### src/rtl/frame_buf_arbiter.sv
`default_nettype none
// ============================================================================
// Module   : frame_buf_arbiter
// Purpose  : Ping-pong SDRAM burst scheduler between the camera write FIFO
//            and the display read FIFO. The camera fills one bank while the
//            display reads the last completed bank.
// Revision : 1.0 - initial release
// ============================================================================
module frame_buf_arbiter #(
  parameter int ADDR_W        = 24,
  parameter int LEVEL_W       = 10,
  parameter int BURST_LEN     = 256,
  parameter int RD_FIFO_DEPTH = 1024,
  parameter int FRAME_WORDS   = 384000,
  parameter int BANK_BIT      = 19
) (
  input  logic               clk100m,
  input  logic               rst,
  input  logic [LEVEL_W-1:0] wr_level,
  input  logic [LEVEL_W-1:0] rd_level,
  input  logic               wr_vsync,
  input  logic               rd_vsync,
  output logic               cmd_valid,
  input  logic               cmd_ready,
  output logic               cmd_wr,
  output logic [ADDR_W-1:0]  cmd_addr,
  input  logic               burst_done,
  output logic               busy,
  output logic               frame_ready
);

  typedef enum logic [2:0] {
    S_IDLE    = 3'd0,
    S_WR_REQ  = 3'd1,
    S_WR_BUSY = 3'd2,
    S_RD_REQ  = 3'd3,
    S_RD_BUSY = 3'd4
  } state_t;

  localparam logic [BANK_BIT-1:0]         c_frame     = BANK_BIT'(FRAME_WORDS);
  localparam logic [BANK_BIT-1:0]         c_burst     = BANK_BIT'(BURST_LEN);
  localparam logic [31:0]                 c_wr_thresh = 32'(BURST_LEN);
  localparam logic [31:0]                 c_rd_thresh = 32'(RD_FIFO_DEPTH - BURST_LEN);
  localparam logic [ADDR_W-BANK_BIT-2:0]  c_pad       = '0;

  state_t                r_state, w_state_nxt;
  logic [BANK_BIT-1:0]   r_wr_off, w_wr_off_nxt;
  logic [BANK_BIT-1:0]   r_rd_off, w_rd_off_nxt;
  logic                  r_wr_bank, w_wr_bank_nxt;
  logic                  r_rd_bank, w_rd_bank_nxt;
  logic                  r_last_full, w_last_full_nxt;
  logic                  r_wr_pend, w_wr_pend_nxt;
  logic                  r_rd_pend, w_rd_pend_nxt;
  logic                  r_last_wr, w_last_wr_nxt;   // 1 = last grant was write
  logic                  r_frame_ready, w_frame_ready_nxt;
  logic                  r_cmd_valid, w_cmd_valid_nxt;
  logic                  r_cmd_wr, w_cmd_wr_nxt;
  logic [ADDR_W-1:0]     r_cmd_addr, w_cmd_addr_nxt;
  logic                  w_apply;
  logic                  w_lfb;
  logic                  w_wr_elig;
  logic                  w_rd_elig;

  // Levels are widened to 32 bits so the threshold compares cannot wrap.
  assign w_wr_elig = (32'(wr_level) >= c_wr_thresh) && (r_wr_off < c_frame);
  assign w_rd_elig = (32'(rd_level) <= c_rd_thresh);
  assign w_apply   = (r_state == S_IDLE) && (r_wr_pend || r_rd_pend);

  // Next-state, bank/offset bookkeeping and command outputs.
  always_comb begin
    w_state_nxt       = r_state;
    w_wr_off_nxt      = r_wr_off;
    w_rd_off_nxt      = r_rd_off;
    w_wr_bank_nxt     = r_wr_bank;
    w_rd_bank_nxt     = r_rd_bank;
    w_last_full_nxt   = r_last_full;
    w_last_wr_nxt     = r_last_wr;
    w_frame_ready_nxt = r_frame_ready;
    w_cmd_valid_nxt   = r_cmd_valid;
    w_cmd_wr_nxt      = r_cmd_wr;
    w_cmd_addr_nxt    = r_cmd_addr;
    w_lfb             = r_last_full;
    // A fresh vsync arriving while the old flag is being applied is kept.
    w_wr_pend_nxt     = (w_apply ? 1'b0 : r_wr_pend) | wr_vsync;
    w_rd_pend_nxt     = (w_apply ? 1'b0 : r_rd_pend) | rd_vsync;

    case (r_state)
      S_IDLE: begin
        if (w_apply) begin
          // Write side first so a simultaneous read vsync sees the new bank.
          if (r_wr_pend) begin
            if (r_wr_off == c_frame) begin
              w_lfb             = r_wr_bank;
              w_wr_bank_nxt     = ~r_wr_bank;
              w_frame_ready_nxt = 1'b1;
            end
            w_wr_off_nxt = '0;
          end
          w_last_full_nxt = w_lfb;
          if (r_rd_pend) begin
            w_rd_off_nxt  = '0;
            w_rd_bank_nxt = w_lfb;
          end
        end else if (w_wr_elig && (!w_rd_elig || !r_last_wr)) begin
          w_state_nxt     = S_WR_REQ;
          w_cmd_valid_nxt = 1'b1;
          w_cmd_wr_nxt    = 1'b1;
          w_cmd_addr_nxt  = {c_pad, r_wr_bank, r_wr_off};
        end else if (w_rd_elig) begin
          w_state_nxt     = S_RD_REQ;
          w_cmd_valid_nxt = 1'b1;
          w_cmd_wr_nxt    = 1'b0;
          w_cmd_addr_nxt  = {c_pad, r_rd_bank, r_rd_off};
        end
      end
      S_WR_REQ: begin
        if (cmd_ready) begin
          w_state_nxt     = S_WR_BUSY;
          w_cmd_valid_nxt = 1'b0;
          w_last_wr_nxt   = 1'b1;
        end
      end
      S_WR_BUSY: begin
        if (burst_done) begin
          w_state_nxt  = S_IDLE;
          w_wr_off_nxt = r_wr_off + c_burst;
        end
      end
      S_RD_REQ: begin
        if (cmd_ready) begin
          w_state_nxt     = S_RD_BUSY;
          w_cmd_valid_nxt = 1'b0;
          w_last_wr_nxt   = 1'b0;
        end
      end
      S_RD_BUSY: begin
        if (burst_done) begin
          w_state_nxt = S_IDLE;
          // The display repeats the frame when no new vsync has arrived.
          if (r_rd_off + c_burst == c_frame) w_rd_off_nxt = '0;
          else                               w_rd_off_nxt = r_rd_off + c_burst;
        end
      end
      default: begin
        w_state_nxt     = S_IDLE;
        w_cmd_valid_nxt = 1'b0;
      end
    endcase
  end

  // State and bookkeeping registers; reset abandons any burst in flight.
  always_ff @(posedge clk100m or posedge rst) begin
    if (rst) begin
      r_state       <= S_IDLE;
      r_wr_off      <= '0;
      r_rd_off      <= '0;
      r_wr_bank     <= 1'b0;
      r_rd_bank     <= 1'b0;
      r_last_full   <= 1'b0;
      r_wr_pend     <= 1'b0;
      r_rd_pend     <= 1'b0;
      r_last_wr     <= 1'b0;
      r_frame_ready <= 1'b0;
      r_cmd_valid   <= 1'b0;
      r_cmd_wr      <= 1'b0;
      r_cmd_addr    <= '0;
    end else begin
      r_state       <= w_state_nxt;
      r_wr_off      <= w_wr_off_nxt;
      r_rd_off      <= w_rd_off_nxt;
      r_wr_bank     <= w_wr_bank_nxt;
      r_rd_bank     <= w_rd_bank_nxt;
      r_last_full   <= w_last_full_nxt;
      r_wr_pend     <= w_wr_pend_nxt;
      r_rd_pend     <= w_rd_pend_nxt;
      r_last_wr     <= w_last_wr_nxt;
      r_frame_ready <= w_frame_ready_nxt;
      r_cmd_valid   <= w_cmd_valid_nxt;
      r_cmd_wr      <= w_cmd_wr_nxt;
      r_cmd_addr    <= w_cmd_addr_nxt;
    end
  end

  assign cmd_valid   = r_cmd_valid;
  assign cmd_wr      = r_cmd_wr;
  assign cmd_addr    = r_cmd_addr;
  assign busy        = (r_state != S_IDLE);
  assign frame_ready = r_frame_ready;

endmodule
`default_nettype wire
### config.mk
export PLATFORM = sky130hd
export DESIGN_NAME = frame_buf_arbiter
export DESIGN_NICKNAME = d
export VERILOG_FILES = /design/src/rtl/frame_buf_arbiter.sv
export SDC_FILE = /design/constraint.sdc
export NUM_CORES = 1
export LEC_CHECK = 0
export CORE_MARGIN = 2
export CORE_UTILIZATION = 46
export CTS_CLUSTER_DIAMETER = 80
export DETAILED_ROUTE_END_ITERATION = 8
export PLACE_DENSITY = 0.84
export SETUP_SLACK_MARGIN = 0.4
export SLEW_MARGIN = 20
export SYNTH_ARGS = -nofsm -noshare
export SYNTH_HDL_FRONTEND = slang
export SYNTH_SLANG_ARGS = --single-unit
### constraint.sdc
create_clock -name clk100m -period 1.8 [get_ports clk100m]
set_input_delay 0.18 -clock clk100m [delete_from_list [all_inputs] [get_ports clk100m]]
set_output_delay 0.18 -clock clk100m [all_outputs]
set_load 0.02 [all_outputs]
Word-level counts from Yosys, hierarchy flattened
Index checks and enable logic that the tools add are counted.
- register bits: 74
- input bits: 26
- word-level logic and storage cells: 95
- bitwise gates (word level): 5
- reductions and logical operators: 24
- add/sub/neg operators: 2
- multiplexer cells: 31
- equality and inequality tests: 17
- order comparisons: 3
- operators by type and width (kind ; number):
    $mux W19 ; 7
    $pmux W19 S2 ; 2
    $mux W24 ; 2
    $add A19 B9 Y19 const B ; 2
    $eq A19 B19 Y1 const B ; 2
    $lt A19 B19 Y1 const B ; 1
    $mux W3 ; 6
    $ne A2 B2 Y1 const B ; 8
    $reduce_and A4 Y1 ; 4
    $pmux W3 S4 ; 1
    $mux W1 ; 11
    $ge A10 B9 Y1 const B ; 1
    $le A10 B10 Y1 const B ; 1
    $reduce_and A3 Y1 ; 3
    $reduce_bool A2 Y1 ; 4
    $eq A3 B2 Y1 const B ; 2
    $reduce_and A5 Y1 ; 1
    $ne A2 B1 Y1 const B ; 2
    $reduce_or A2 Y1 ; 2
    $eq A3 B1 Y1 const B ; 1
    $eq A3 B3 Y1 const B ; 1
    $logic_and A1 B1 Y1 ; 3
    $logic_not A3 Y1 ; 1
    $ne A3 B2 Y1 const B ; 1
    other kinds (8) ; 13

Logic depth before layout (Yosys ltp)
- depth in word-level cells: 7
- gate-level depth with buffers: 7
- gate-level depth less buffers: 6

Worst setup path after synthesis
OpenSTA, ideal clock, no wires.
- path type: reg2reg
- from: register r_wr_off[11]
- to: register r_cmd_addr[10] (netlist: cmd_addr[10])
- clock period less this slack: 2.008 ns
- required time: 1.678 ns
- arrival: 1.886 ns
- path slack: -0.208 ns
- stages on the path, launching flop included: 8
- cells stage by stage: dfrtp_1 -> clkbuf_1 -> a31oi_1 -> o221ai_1 -> a21oi_1 -> buf_2 -> mux2i_1 -> a21oi_2
- cells in the longest elaborated chain, start to end: 5
- elaborated cells between the ends (all ways): 6
- ends and longest elaborated chain (what ; line ; source):
    start: declaration ; 47 ; logic [BANK_BIT-1:0] r_wr_off, w_wr_off_nxt;
    start signal: assignment ; 169 ; r_wr_off <= w_wr_off_nxt;
    $lt A19 B19 Y1 * ; 65 ; assign w_wr_elig = (32'(wr_level) >= c_wr_thresh) && (r_wr_off < c_frame);
    $logic_and A1 B1 Y1 * ; 65 ;
    $logic_and A1 B1 Y1 * ; 104 ; end else if (w_wr_elig && (!w_rd_elig || !r_last_wr)) begin
    $reduce_bool A2 Y1 (no line) ; -- ;
    $reduce_and A3 Y1 (no line) ; -- ;
    end signal: assignment ; 180 ; r_cmd_addr <= w_cmd_addr_nxt;
    end: declaration ; 58 ; logic [ADDR_W-1:0] r_cmd_addr, w_cmd_addr_nxt;
Mark *: on every way between the ends. The rest lies on a longest branch, timed or not.
A chain may end at the register's enable or synchronous reset.

Worst setup path in the final report
- from: input port rd_level[5]
- to: register r_cmd_addr[11] (netlist: cmd_addr[11])
- cells in the longest elaborated chain, start to end: 6
- elaborated cells between the ends (all ways): 7
- ends and longest elaborated chain (what ; line ; source):
    start: declaration ; 20 ; input logic [LEVEL_W-1:0] rd_level,
    $le A10 B10 Y1 * ; 66 ; assign w_rd_elig = (32'(rd_level) <= c_rd_thresh);
    $logic_not A1 Y1 ; 104 ;
    $logic_or A1 B1 Y1 ; 104 ;
    $logic_and A1 B1 Y1 ; 104 ;
    $reduce_bool A2 Y1 (no line) ; -- ;
    $reduce_and A3 Y1 (no line) ; -- ;
Marks and branches as above.

==> run metrics <==
FFs w/ async S/R, synth=1.00; status=finished, violations left; clock tree buffer depth=2; Syn Inst Count=288; total of max-cap violations=0; Worst Setup Path Type=input pin to flip-flop; period utilisation layout=1.04; most repeated library cell on the critical path=buf_12; leading area contributor after synthesis=dfrtp_1; Hold Slack=around 0.21 ns; n_diodes=0; io pins=54; first-pass GRT wire length=approximately 13000 um; share of layout cells above drive strength 1=0.478; Post-CTS Hold Fix Bufs=0; Worst EP arrival=around 2.1 ns; Netlist cell types=46; startpoint class of the critical path=input pin; vias in the first global route=about 2700; crit path max fanout=6; initial antenna violation count=0; Synth top area share=0.434; Main synth FF type=dfrtp_1; Critical Path Slowest Stage Cell=or4_4; top-count cell post-synth=dfrtp_1; die area=around 6400 sq um; syn avg cell area=just over 9 sq um; DIE WIDTH=between 70 and 80 um; GPL Wtd Cong=a little over 0.9; Placeable Area=5540 sq um; largest net degree at the start of global routing=47; final-report max-slew violation count=0; GRT Util Overall=0.274; crit-path cells=buf_6 -> or4_4 -> o211a_4 -> a2111oi_4 -> buf_4 -> buf_12 -> buf_12 -> nor2_2 -> a21oi_2; TritonCTS Buffers=5; Critical Path Max Stage Delay=0.55 ns; antenna-violating nets left=0; PD cells=~1200 nW/um^2; drt total wl=about 10000 um; H-tree depth=2; vias post-DR=roughly 2800; Root Driver=clkbuf_8; wire length per cell=roughly 21 um; DRC Markers=0; Max Clock Freq=about 0.53 GHz; Clk Latency, worst-skew pair=between 0.3 and 0.4 ns; Max VDD drop=between 0.0007 and 0.0008 V; RSZ-0062 raised after global routing=yes; GRT overflow=0; EDFF count, synth=0; Filler cells=about 340; Design Area, Final=about 4300 sq um; synth warn=0; Worst-path clk slew=roughly 0.10 ns; Area Overhead vs Synth=61.1%; drt first pass iters=5; Area after DPL=about 3500 sq um; critical path's top delay family=compound AO/OA/AOI/OAI gates; failing checks=negative setup slack; post-synthesis cell area=~2700 sq um; final setup margin=-0.0762 ns; Worst Setup End Kind=flip-flop; Initial Util=0.479; Area contributors post-synth=dfrtp_1, mux2i_1, nor2_1, o21ai_0, buf_4; CTS tree=built; Buf+Inv Stages, Crit Path=4; Die Y=between 70 and 80 um; hpwl dp=5140 um; synth cell count leaders=dfrtp_1, nor2_1, nand2_1; number of hold violations in the final report=0; post-synthesis sequential area ratio=0.434; minimum clock period=between 1.5 and 2 ns; synthesis-stage register bit count=46; Leak Pwr=1.83 nW; DR iter-0 viols=223; Num Clock Sinks=46; Worst Hold Class=input pin to asynchronous set/reset pin; Port Buffers=33; Site Rows=27; Via-to-Cell Ratio=about 6.1; Final nets=roughly 420; Req. time, crit path=between 2 and 2.5 ns; Final setup viols=12; Max Clock Skew=~0.021 ns
[tightest hold or removal path, delay by kind of cell]
kind     cells  cell delay (ns)
buf+inv      3             0.72
[per-layer routing]
layer,vias up,share of wire,track usage,wire length [um]
li1,1207,-,-,-
met1,1397,0.37,0.327,3590
met2,155,0.52,0.485,5060
met3,37,0.068,0.0543,661
met4,0,0.045,0.102,441
met5,-,0,0,0
[cells in the final DEF, fill, tap and decap left out, types with 4 or more instances in the layout]
cell              n
nand3_1          12
nand2_1          20
xnor2_1           5
conb_1           12
buf_6            13
nor2_4           10
nor2_1           16
buf_12            6
nor2_2            6
dfrtp_1          39
clkbuf_8          6
inv_1             4
o21ai_1           9
buf_2             5
a21oi_2          16
o21ai_2           7
dlygate4sd2_1    15
nand4_1           4
mux2i_1          13
dfrtp_2           7
a21oi_1           8
clkdlybuf4s50_1   9
buf_4            54
[flip-flops by register name, indices dropped and copies added, names as in the netlist]
register and count:
cmd_addr 12, r_rd_off 11, r_wr_off 11, r_state 3, cmd_valid 1, cmd_wr 1
frame_ready 1, r_last_full 1, r_last_wr 1, r_rd_bank 1, r_rd_pend 1, r_wr_bank 1
r_wr_pend 1
[per-stage QoR]
stage	std cells	total power, mW	setup TNS, ns	setup WS (ns)	util
6_report	459	5.02	-0.332	-0.0762	0.771
5_1_grt	459	5.18	-1.70	-0.145	0.771
4_1_cts	440	4.42	0	0.0138	0.709
3_5_place_dp	415	3.41	-7.64	-0.547	0.631
3_3_place_gp	415	3.32	-6.84	-0.478	0.631
2_1_floorplan	299	2.71	-1.49	-0.150	-
[area by class of cell]
class	count	area, sq um	share of cell area
multi-input cells	220	1850	0.433
flip-flops and latches	46	1160	0.271
repair buffers	108	1040	0.242
well taps	72	90.1	0.0211
clock buffers	6	82.6	0.0193
clock inverters	1	30.0	0.00703
inverters	6	25.0	0.00585
[cells by family (layout without fill, tap and decap cells)]
| group | count (synthesis) | in the layout | synth area share |
|---|---|---|---|
| fa+ha+maj | 4 | 4 | 0.0189 |
| xor+xnor | 9 | 9 | 0.0297 |
| other cells | 1 | 12 | 0.00141 |
| flops | 46 | 46 | 0.434 |
| mux | 18 | 18 | 0.0702 |
| buf+inv | 34 | 121 | 0.0712 |
| compound gates | 70 | 70 | 0.182 |
| simple gates | 106 | 107 | 0.193 |
[repair_timing]
action / CTS / global route
pin swaps: 14 / 18
buffers inserted: 15 / 18
resized for setup: 69 / 57
cloned: 3 / 1
endpoints found under the setup margin: 58 / 43
[path summary, 6_finish.rpt]
| check | depth (start not counted) | slack [ns] | startpoint | to |
|---|---|---|---|---|
| worst max-delay path | 9 | -0.08 | rd_level[5] | cmd_addr[11]$_DFFE_PP0P_ |
| worst min-delay path | 3 | 0.21 | rst | r_wr_off[9]$_DFFE_PP0P_ |
| worst max register to register | 8 | -0.07 | r_wr_off[10]$_DFFE_PP0P_ | cmd_addr[11]$_DFFE_PP0P_ |
| worst min register to register | 1 | 0.49 | frame_ready$_DFFE_PP0P_ | frame_ready$_DFFE_PP0P_ |
| max in group asynchronous | 3 | 1.33 | rst | r_rd_off[8]$_DFFE_PP0P_ |
| min in group clk100m | 2 | 0.44 | wr_vsync | r_wr_pend$_DFF_PP0_ |
[power by group]
part	leakage, nW	total [mW]	internal, mW	switching (mW)
Sequential	0.592	1.58	1.28	0.303
Clock	0.0573	0.824	0.445	0.379
Combinational	1.19	2.61	1.23	1.39
No activity file was read; power rests on OpenSTA's default activity.
